`src/rtl/drm_fifo_ctrl.sv`:
```
// drm_fifo_ctrl: FIFO controller in front of an external simple-dual-port RAM.
// The RAM has a one-cycle registered read. A two-entry output buffer
// (head plus skid) hides that latency, so the FIFO streams one word per cycle.
// Optional feature: define DRM_FIFO_AFULL_EN to add the registered 'afull' output.
module drm_fifo_ctrl #(
  parameter int DATA_WIDTH   = 20,
  parameter int ADDR_WIDTH   = 8,
  parameter int AFULL_THRESH = 240
) (
  input  logic                  clk,
  input  logic                  rst_n,
  input  logic [DATA_WIDTH-1:0] in_data,
  input  logic                  in_valid,
  output logic                  in_ready,
  output logic [DATA_WIDTH-1:0] out_data,
  output logic                  out_valid,
  input  logic                  out_ready,
  output logic [ADDR_WIDTH+1:0] level,
`ifdef DRM_FIFO_AFULL_EN
  output logic                  afull,
`endif
  output logic [DATA_WIDTH-1:0] ram_wr_data,
  output logic [ADDR_WIDTH-1:0] ram_wr_addr,
  output logic                  ram_wr_en,
  output logic [ADDR_WIDTH-1:0] ram_rd_addr,
  input  logic [DATA_WIDTH-1:0] ram_rd_data
);

  localparam int CW    = ADDR_WIDTH + 1;
  localparam int LW    = ADDR_WIDTH + 2;
  localparam int DEPTH = 1 << ADDR_WIDTH;

  logic [ADDR_WIDTH-1:0] r_wr_ptr;
  logic [ADDR_WIDTH-1:0] r_rd_ptr;
  logic [CW-1:0]         r_ram_cnt;
  logic [1:0]            r_ob_cnt;
  logic                  r_inflight;
  logic [DATA_WIDTH-1:0] r_head;
  logic [DATA_WIDTH-1:0] r_skid;
  logic [LW-1:0]         r_level;

  logic                  w_push;
  logic                  w_pop;
  logic                  w_issue;
  logic [1:0]            w_occ;
  logic [LW-1:0]         w_level_nxt;

  // Reset also gates the write strobe, so the RAM is never written while in reset.
  assign in_ready    = (r_ram_cnt != CW'(DEPTH));
  assign w_push      = rst_n && in_valid && in_ready;
  assign out_valid   = (r_ob_cnt != 2'd0);
  assign out_data    = r_head;
  assign w_pop       = out_valid && out_ready;
  assign w_occ       = r_ob_cnt + {1'b0, r_inflight};
  // A read may only be issued if its word is guaranteed a slot in the output buffer.
  assign w_issue     = (r_ram_cnt != '0) &&
                       ((w_occ < 2'd2) || ((w_occ == 2'd2) && w_pop));

  assign ram_wr_en   = w_push;
  assign ram_wr_addr = r_wr_ptr;
  assign ram_wr_data = in_data;
  assign ram_rd_addr = r_rd_ptr;
  assign level       = r_level;

  // Next occupancy count: a push adds one, a pop removes one.
  always_comb begin
    w_level_nxt = r_level;
    case ({w_push, w_pop})
      2'b10:   w_level_nxt = r_level + LW'(1);
      2'b01:   w_level_nxt = r_level - LW'(1);
      default: w_level_nxt = r_level;
    endcase
  end

  // RAM pointers advance on a push or a read issue and wrap naturally.
  always_ff @(posedge clk or negedge rst_n) begin
    if (!rst_n) begin
      r_wr_ptr <= '0;
      r_rd_ptr <= '0;
    end else begin
      if (w_push)  r_wr_ptr <= r_wr_ptr + ADDR_WIDTH'(1);
      if (w_issue) r_rd_ptr <= r_rd_ptr + ADDR_WIDTH'(1);
    end
  end

  // Track words written to RAM that have not yet been read-issued.
  always_ff @(posedge clk or negedge rst_n) begin
    if (!rst_n) begin
      r_ram_cnt <= '0;
    end else begin
      case ({w_push, w_issue})
        2'b10:   r_ram_cnt <= r_ram_cnt + CW'(1);
        2'b01:   r_ram_cnt <= r_ram_cnt - CW'(1);
        default: r_ram_cnt <= r_ram_cnt;
      endcase
    end
  end

  // Capture returning RAM data into head/skid and shift on pops, keeping order.
  // Clearing inflight on reset stops stale RAM read data from ever being captured.
  always_ff @(posedge clk or negedge rst_n) begin
    if (!rst_n) begin
      r_inflight <= 1'b0;
      r_ob_cnt   <= 2'd0;
      r_head     <= '0;
      r_skid     <= '0;
    end else begin
      r_inflight <= w_issue;
      case ({r_inflight, w_pop})
        2'b11: begin
          if (r_ob_cnt == 2'd2) begin
            r_head <= r_skid;
            r_skid <= ram_rd_data;
          end else begin
            r_head <= ram_rd_data;
          end
        end
        2'b01: begin
          if (r_ob_cnt == 2'd2) r_head <= r_skid;
          r_ob_cnt <= r_ob_cnt - 2'd1;
        end
        2'b10: begin
          if (r_ob_cnt == 2'd0) r_head <= ram_rd_data;
          else                  r_skid <= ram_rd_data;
          r_ob_cnt <= r_ob_cnt + 2'd1;
        end
        default: r_ob_cnt <= r_ob_cnt;
      endcase
    end
  end

  // Total words held across RAM, the in-flight read and the output buffer.
  always_ff @(posedge clk or negedge rst_n) begin
    if (!rst_n) r_level <= '0;
    else        r_level <= w_level_nxt;
  end

`ifdef DRM_FIFO_AFULL_EN
  logic r_afull;
  assign afull = r_afull;

  // Almost-full is registered from the next level so it always agrees with 'level'.
  always_ff @(posedge clk or negedge rst_n) begin
    if (!rst_n) r_afull <= 1'b0;
    else        r_afull <= (w_level_nxt >= LW'(AFULL_THRESH));
  end
`endif

endmodule

```
`config.mk`:
```
export PLATFORM = sky130hd
export DESIGN_NAME = drm_fifo_ctrl
export DESIGN_NICKNAME = d
export VERILOG_FILES = /design/src/rtl/drm_fifo_ctrl.sv
export SDC_FILE = /design/constraint.sdc
export NUM_CORES = 1
export LEC_CHECK = 0
export CORE_MARGIN = 2
export CORE_UTILIZATION = 35
export CTS_BUF_LIST = sky130_fd_sc_hd__clkbuf_4
export DETAILED_ROUTE_END_ITERATION = 6
export HOLD_SLACK_MARGIN = 0.12
export SETUP_SLACK_MARGIN = 0.15
export SKIP_CTS_REPAIR_TIMING = 1
export SLEW_MARGIN = 10
export SYNTH_ARGS = -nofsm -noshare
export SYNTH_HDL_FRONTEND = slang
export SYNTH_SLANG_ARGS = --single-unit
export TNS_END_PERCENT = 10
```
`constraint.sdc`:
```
create_clock -name clk -period 3.9 [get_ports clk]
set_input_delay 0.78 -clock clk [delete_from_list [all_inputs] [get_ports clk]]
set_output_delay 0.78 -clock clk [all_outputs]
set_load 0.05 [all_outputs]
```
# After elaboration in Yosys (flattened, before gate mapping)
# Index checks and enable logic that the tools add are counted.
# Widths: inputs -> output; s select.
dict set report word_totals {
  in_bits 44
  wordCells 58
  reg_bits 78
  output_inout_bits 69
}
dict set report classes {
  n_reduce_logical 16
  n_eq_ne 14
  n_addsub 9
  n_mux 10
  n_lt_le_gt_ge 1
}
# cell count
set ops {}
lappend ops {{$mux 20} 5}
lappend ops {{$pmux 20 s3} 1}
lappend ops {{$pmux 20 s2} 1}
lappend ops {{$pmux 10 s2} 1}
lappend ops {{$pmux 9 s2} 1}
lappend ops {{$add 8x1->8 const B} 2}
lappend ops {{$eq 2x2->1 const B} 6}
lappend ops {{$add 10x1->10 const B} 1}
lappend ops {{$reduce_bool 2->1} 5}
lappend ops {{$sub 10x1->10 const B} 1}
lappend ops {{$add 9x1->9 const B} 1}
lappend ops {{$ne 9x9->1 const B} 1}
lappend ops {{$reduce_bool 9->1} 1}
lappend ops {{$sub 9x1->9 const B} 1}
lappend ops {{$ne 2x2->1 const B} 4}
lappend ops {{$eq 2x1->1 const B} 3}
lappend ops {{$reduce_and 3->1} 2}
lappend ops {{$logic_and 1x1->1} 5}
lappend ops {{$pmux 2 s2} 1}
lappend ops {{$reduce_bool 3->1} 1}
lappend ops {{$add 2x1->2} 1}
lappend ops {{$add 2x1->2 const B} 1}
lappend ops {{$logic_not 2->1} 1}
lappend ops {{$lt 2x2->1 const B} 1}
lappend ops {{other kinds (2)} 2}

# Depth between registers and ports, before layout
dict set report logic_depth {
  word_depth 7
  mapped_depth 11
  depth_no_buf 11
}

# Worst setup path after synthesis
# OpenSTA, ideal clock, no wires.
dict set report synth_path {
  path_kind {input to register}
  startpoint {input port rst_n}
  endpoint {register r_level[9], in the netlist level[9]}
  n_path_buf 0
  setup_ps 111
  required_ps 3789
  arrival_ps 3503
  path_slack_ps 286
  cell_stages 10
  cell_sequence {nand2_1 > a31oi_2 > inv_1 > ha_1 > ha_1 > nand2_1 > a211oi_1 > a31o_1 > mux2_4 > a2111oi_2}
}
dict set report synth_via {
  elab_chain_len 4
  word_cells_on_any_way 6
  classes_between {eq/ne: 2; mux: 1; reduce/logical: 3}
}
# item line_no
set synth_lines {}
lappend synth_lines {{start: declaration} 11} ;# input logic rst_n,
lappend synth_lines {{$logic_and 1x1->1 * (2 in series)} 50} ;# assign w_push = rst_n && in_valid && in_ready;
lappend synth_lines {{net ram_wr_en} 24} ;# output logic ram_wr_en,
lappend synth_lines {{$eq 2x1->1 or $eq 2x2->1 (tied branches)} 68} ;# case ({w_push, w_pop})
lappend synth_lines {{$pmux 10 s2 or $reduce_bool 2->1 (tied branches)} --}
lappend synth_lines {{end signal: assignment} 135} ;# else r_level <= w_level_nxt;
lappend synth_lines {{end: declaration} 40} ;# logic [LW-1:0] r_level;
# Mark *: on every way through the listed nets, which the timed path passes. The rest lies on a longest branch.
# A chain may end at the register's enable or synchronous reset.

# Worst setup path after layout
dict set report layout_path {
  startpoint {register r_ob_cnt[0]}
  endpoint {register r_level[9], in the netlist level[9]}
}
dict set report layout_via {
  elab_chain_len 4
  word_cells_on_any_way 6
  classes_between {eq/ne: 2; mux: 1; reduce/logical: 3}
}
# item line_no
set layout_lines {}
lappend layout_lines {{start: declaration} 36} ;# logic [1:0] r_ob_cnt;
lappend layout_lines {{start signal: assignment} 120} ;# r_ob_cnt <= r_ob_cnt - 2'd1;
lappend layout_lines {{start signal: assignment} 125} ;# r_ob_cnt <= r_ob_cnt + 2'd1;
lappend layout_lines {{start signal: assignment} 127} ;# default: r_ob_cnt <= r_ob_cnt;
lappend layout_lines {{$reduce_bool 2->1 *} 51} ;# assign out_valid = (r_ob_cnt != 2'd0);
lappend layout_lines {{$logic_and 1x1->1 *} 53} ;# assign w_pop = out_valid && out_ready;
lappend layout_lines {{$eq 2x1->1 or $eq 2x2->1 (tied branches)} 68}
lappend layout_lines {{$pmux 10 s2 or $reduce_bool 2->1 (tied branches)} --}
# Mark *: on every way between the ends. The rest lies on a longest branch, timed or not.

==> results_dict.tcl <==
set metrics [dict create \
    outcome "finished, final reports clean" \
    fill_cells 1284 \
    dp_hpwl_um 7181 \
    antenna_found_initial 0 \
    insertion_delay_ns 0.45 \
    hp-class "input pin to asynchronous set/reset pin" \
    rr_worst_depth 11 \
    cts_sinks 78 \
    track_usage 0.1525 \
    muxShareOfSynthArea 0.1119 \
    max_clock_freq_ghz 0.3007 \
    final_nets 570 \
    yosys_warnings 0 \
    synth-seq-cells 78 \
    root_buffer "clkbuf_4" \
    die_h_um 119.3 \
    dp_slack_ns 0.1648 \
    grt_max_degree 43 \
    syn_inst 447 \
    syn2layout_area_growth_pct 19.39 \
    yosys.area_share.simple 0.1070 \
    ys_seq_area_frac 0.4195 \
    yosys-top-cells-count "dfrtp_1, mux2_2, a21oi_1" \
    synth_xor_area_frac 0.06400 \
    die_w_um 119.3 \
    synthTopCellsByArea "dfrtp_1, mux2_2, ha_1, xnor2_1, buf_4" \
    cp.required_ns 4.25 \
    synthAdderAreaFrac 0.07314 \
    tightest_slew_ns 0.7098 \
    syn_avg_cell_area_sq_um 10.41 \
    timing.hold.ws_ns 0.3707 \
    finalHoldViolCount 0 \
    grt-ovfl-total 0 \
    startpoint_type "flop" \
    synth-edff-count 0 \
    synth_compound_area_frac 0.1603 \
    diodes 0 \
    ys_types 47 \
    clkTransAtPathRegs_ns 0.12 \
    boundaryPins 113 \
    synth_top_area_share 0.4195 \
    setup_tns_ns 0 \
    cap_violations 0 \
    gp_congestion 0.8499 \
    end_kind "flop" \
    rsz0062_at_grt "no" \
    io_buffers 72 \
    dr.pass1.iters 4 \
    ys.flop_type "dfrtp_1" \
    rows 42 \
    setup_slack_ns 0.5749 \
    start_util 0.3542 \
    drv_slew 0 \
    vias 3522 \
    post-route-period-util 0.8526 \
    synth_top_family_by_area "compound AO/OA/AOI/OAI gates" \
    layout_min_cycle_time_ns 3.325 \
    core_area_sq_mm 0.01314 \
    slew_headroom 0.5268 \
    cts_tree "built" \
    clk_path_buf_depth 2 \
    cts_inserted_buffers 9 \
    drive_above_1_share 0.1545 \
    yosysTopAreaCell "dfrtp_1" \
    ys_async_sr_fraction 1.000 \
    synth_most_common_cell "dfrtp_1" \
    grt_pass1_vias 3712 \
    avgRoutedWirePerCell_um 15.29 \
    startpoint "r_ob_cnt[0]" \
    syn-cell-area_sq_mm 0.004653 \
    drc_errors 0 \
    crit_type "flop to flop" \
    wl_um 10410 \
    cp_max_fo 13 \
    grt_pass1_wl_um 17510 \
    skew_ns 0.01767 \
    rr_startpoint "r_ob_cnt[0]" \
    seq_area_sq_mm 0.001952 \
    cts.htree.levels 3 \
    syn_nets 517 \
    crit_arrival_ns 3.67 \
    multiInputGateArea_sq_mm 0.002417 \
    die_area_sq_mm 0.01423 \
    ant_nets 0 \
    finalSetupViolCount 0 \
    drt_iter0_drc 150 \
    viasPerCell 5.172 \
]
## final cells by class
type,instances,area share
timing repair buffer,84,0.1455
tap,176,0.03964
inverter,13,0.008784
clock buffer,9,0.01216
clock inverter,7,0.007432
multi-input combinational,314,0.4351
sequential,78,0.3514
## state kept, by name, summed over array words and instances, names as in the netlist
| name | cells |
|---|---|
| level | 10 |
| out_data | 20 |
| r_inflight | 1 |
| r_ob_cnt | 2 |
| r_ram_cnt | 9 |
| r_skid | 20 |
| ram_rd_addr | 8 |
| ram_wr_addr | 8 |
## final timing paths
check,slack [ns],end
max in group asynchronous,2.60,out_data[11]
setup reg to reg,0.57,level[9]
hold / removal,0.37,r_ram_cnt[1]
min in group clk,0.47,ram_wr_addr[7]
setup / recovery,0.57,level[9]
hold reg to reg,0.47,ram_wr_addr[7]
## layout by cell type, fill, tap and decap left out, types with 2 or more instances in the layout
cell type        instances
clkinvlp_4               3
nand2b_1                 4
mux2_2                  41
nor3b_1                  4
o41ai_1                  2
a21oi_1                 34
nor3_1                   5
a31oi_1                  2
fa_1                     2
nand2_1                 30
mux2_1                   3
and3_1                   4
nor4_2                   2
clkbuf_4                 9
clkinv_2                 3
o211ai_1                 4
ha_1                    24
dfrtp_1                 78
xor2_1                  11
nor2_1                  11
a22oi_1                 19
nor2b_1                 21
nand4_1                  8
o21ai_0                 19
a211oi_1                20
buf_4                   13
clkdlybuf4s50_1         71
xnor2_1                 23
inv_1                   13
## logic make-up after synthesis
logic type / count (synthesis)
compound gates: 114
xor+xnor: 34
fa+ha+maj: 26
buf+inv: 55
flops: 78
mux: 46
simple gates: 94
## metal layers
metal  GRT usage  wire length, um  vias up  part of all wire
met5           0                0        -                 0
met3     0.04837              518        7             0.050
met4     0.03824               93        0            0.0089
met2      0.2575             5074       75              0.49
li1            -                -     1705                 -
met1      0.1898             4727     1735              0.45
## metrics by stage
stage                     utilization  instance area (sq um)  std cells
after floorplan                     -                   4653        447
after global routing           0.4229                   5555        681
after CTS                      0.4229                   5555        681
final                          0.4229                   5555        681
after detailed placement       0.4146                   5446        665
after global placement         0.4146                   5446        665
## critical path, cell delays in order (launching register included)
cell and delay [ns]:
dfrtp_1 0.53, nor2_1 0.32, inv_1 0.14, nand2_1 0.13, inv_1 0.08, ha_1 0.38
ha_1 0.47, nand2_1 0.12, a211oi_1 0.25, a31o_1 0.22, mux2_4 0.32, a2111oi_2 0.26
Power is not shown: default switching activity piles up to over one toggle a cycle in this logic, so the estimate is an artifact.
==> RTL change: new RTL, config.mk and constraints unchanged <==
Build with the macro `DRM_FIFO_AFULL_EN` defined.
--- a/src/rtl/drm_fifo_ctrl.sv
+++ b/src/rtl/drm_fifo_ctrl.sv
@@ -4,2 +4,4 @@
 // Optional feature: define DRM_FIFO_AFULL_EN to add the registered 'afull' output.
+`define DRM_FIFO_AFULL_EN
+
 module drm_fifo_ctrl #(
Behaviour (old outputs only; new: afull): unchanged (Yosys induction, for registers that start in step).
==> RTL change against the unedited design <==
  * Area after synthesis decreased by 4.4%
  * Hold slack improved by 24 ps
  * Utilization increased by 1.6 points
  * Highest routed layer unchanged
  * Die area decreased by 4.2%
  * Largest cell class unchanged
  * Routed wire length decreased by 1.1%
  * Design area decreased by 1.1%
  * Global-route usage increased by 0.88 points
  * Sequential cell count increased by 1
  * Worst setup slack got worse by 240 ps
  * Count of clock-buffer cells in the layout unchanged
Power is left out: the tool's default activity adds up to more than one toggle a clock period on the data nets, which glitch-free logic cannot reach.
==> RTL change: results (changes against the unedited design) <==
Parameter                              Value

Setup path
  Slack of the worst reg-to-reg path    330 ps (was 570 ps)
  Crit path largest cell delay    560 ps (was 530 ps)
  CP arrival    3930 ps (was 3670 ps)
  Crit path max-delay family    compound AO/OA/AOI/OAI gates (was adder cells)
  CP max FO    8 (was 13)
  Slowest CP cell    or4_4 (was dfrtp_1)

Clock tree
  Clock edge transition at the registers on the reported setup and hold paths    140 ps (was 120 ps)
  TritonCTS buffer count    9 (unchanged)
  Clock tree root driver cell    clkbuf_4 (unchanged)
  Skew-Pair Late Insertion Delay    about 460 ps
  Level count of the clock H-tree    3 (unchanged)
  Clock buffer depth    2 (unchanged)

Synthesis
  Most area-consuming cells after synthesis    dfrtp_1, mux2_2, ha_1, nand2_1, xnor2_1 (was dfrtp_1, mux2_2, ha_1, xnor2_1, buf_4)
  Multiplexer share of the synthesized area    11.1% (was 11.2%)
  Fraction of registers with async set/reset    100% (unchanged)
  Warnings from Yosys    0 (unchanged)
  Post-Syn Nets    493 (was 517)
  Synth cell count leaders    dfrtp_1, nand2_1, mux2_2, ha_1, xnor2_1 (was dfrtp_1, mux2_2, a21oi_1, nand2_1, ha_1)
  Part of the Yosys area used for sequential elements    44.4% (was 41.9%)
  Synth cell types    42 (was 47)
  Fraction of the mapped netlist area in compound gates    13.9% (was 16.0%)
  XOR/XNOR Fraction of Synth Area    6.50% (was 6.40%)
  Area share of fa/ha/maj cells after synthesis    7.37% (was 7.31%)

Global route
  Global router's overall resource usage    16.1% (was 15.3%)
  Largest net degree at the start of global routing    43 (unchanged)
  Antenna violations before repair    0 (unchanged)
  Wire length of the first global-routing pass    17200 microns (was 17500 microns)
  Via count of the first global-routing pass    3465 (was 3712)

Layout
  Layout cell share with drive strength beyond 1    19.8% (was 15.4%)
  Final antenna diode count    0 (unchanged)
  Filler cell count    1234 (was 1284)
  Layout net count    554 (was 570)

Place
  Hpwl dp    6880 microns (was 7180 microns)
  Buffers added on ports    73 (was 72)
  Final Wtd Congestion    0.801 (was 0.850)
  DP Worst Slack    189 ps (was 165 ps)

Worst hold path
  Hold Crit Class    in -> async (unchanged)

Detailed routing
  Detailed-route wire length    10300 microns (was 10400 microns)
  Number of detailed-route iterations in the first pass    4 (unchanged)
  Starting DRC count in detailed routing    220 (was 150)
  Ratio of routed vias to standard cells    5.10 (was 5.17)

Outcome
  Result of the run    finished, final reports clean (unchanged)

STA
  Hold WS    395 ps (was 371 ps)
  Fin Clk Skew    19.6 ps (was 17.7 ps)
  Fmax    280 MHz (was 301 MHz)
  Tightest Pin Transition    849 ps (was 710 ps)
## RTL change: cell types whose count changed in the layout (fill, tap and decap cells not counted), sizes merged, moves of 5 or more
cell and delta:
nand2 +31, a211oi -21, a221oi +20, a22oi -19, a21oi -18, nor2b -18, a31oi +17, buf +8
nor2 -5
## RTL change: layout make-up
type | instances | share of cell area (%)
clock buffer | 9 | 1.23
clock inverter | 7 | 1.34
inverter | 15 | 1.03
multi-input combinational | 288 | 40.7
sequential | 79 | 36.0
tap | 172 | 3.92
timing repair buffer | 92 | 15.8
## RTL change: final timing paths
path	start	to	depth (start not counted)
max in group asynchronous	rst_n	out_data[5]$_DFFE_PN0P_	3
worst min register to register	ram_rd_addr[7]$_DFFE_PN0P_	ram_rd_addr[7]$_DFFE_PN0P_	1
min in group clk	ram_rd_addr[7]$_DFFE_PN0P_	ram_rd_addr[7]$_DFFE_PN0P_	1
worst max register to register	r_ram_cnt[1]$_DFFE_PN0P_	afull$_DFF_PN0_	14
worst min-delay path	rst_n	out_data[0]$_DFFE_PN0P_	2
worst max-delay path	r_ram_cnt[1]$_DFFE_PN0P_	afull$_DFF_PN0_	14
## RTL change: per-layer routing
| layer | track usage [%] | routed length [microns] | vias to the layer above |
|---|---|---|---|
| met1 | 20.6 | 4530 | 1646 |
| met5 | 0 | 0 | - |
| met2 | 26.7 | 4940 | 91 |
| met4 | 5.41 | 159 | 0 |
| met3 | 4.10 | 665 | 18 |
| li1 | - | - | 1618 |
## RTL change: per-stage QoR
stage                     cells  area, sq um
final                       662         5490
after global routing        662         5490
after CTS                   655         5420
after detailed placement    639         5280
after global placement      639         5280
after floorplan             424         4460
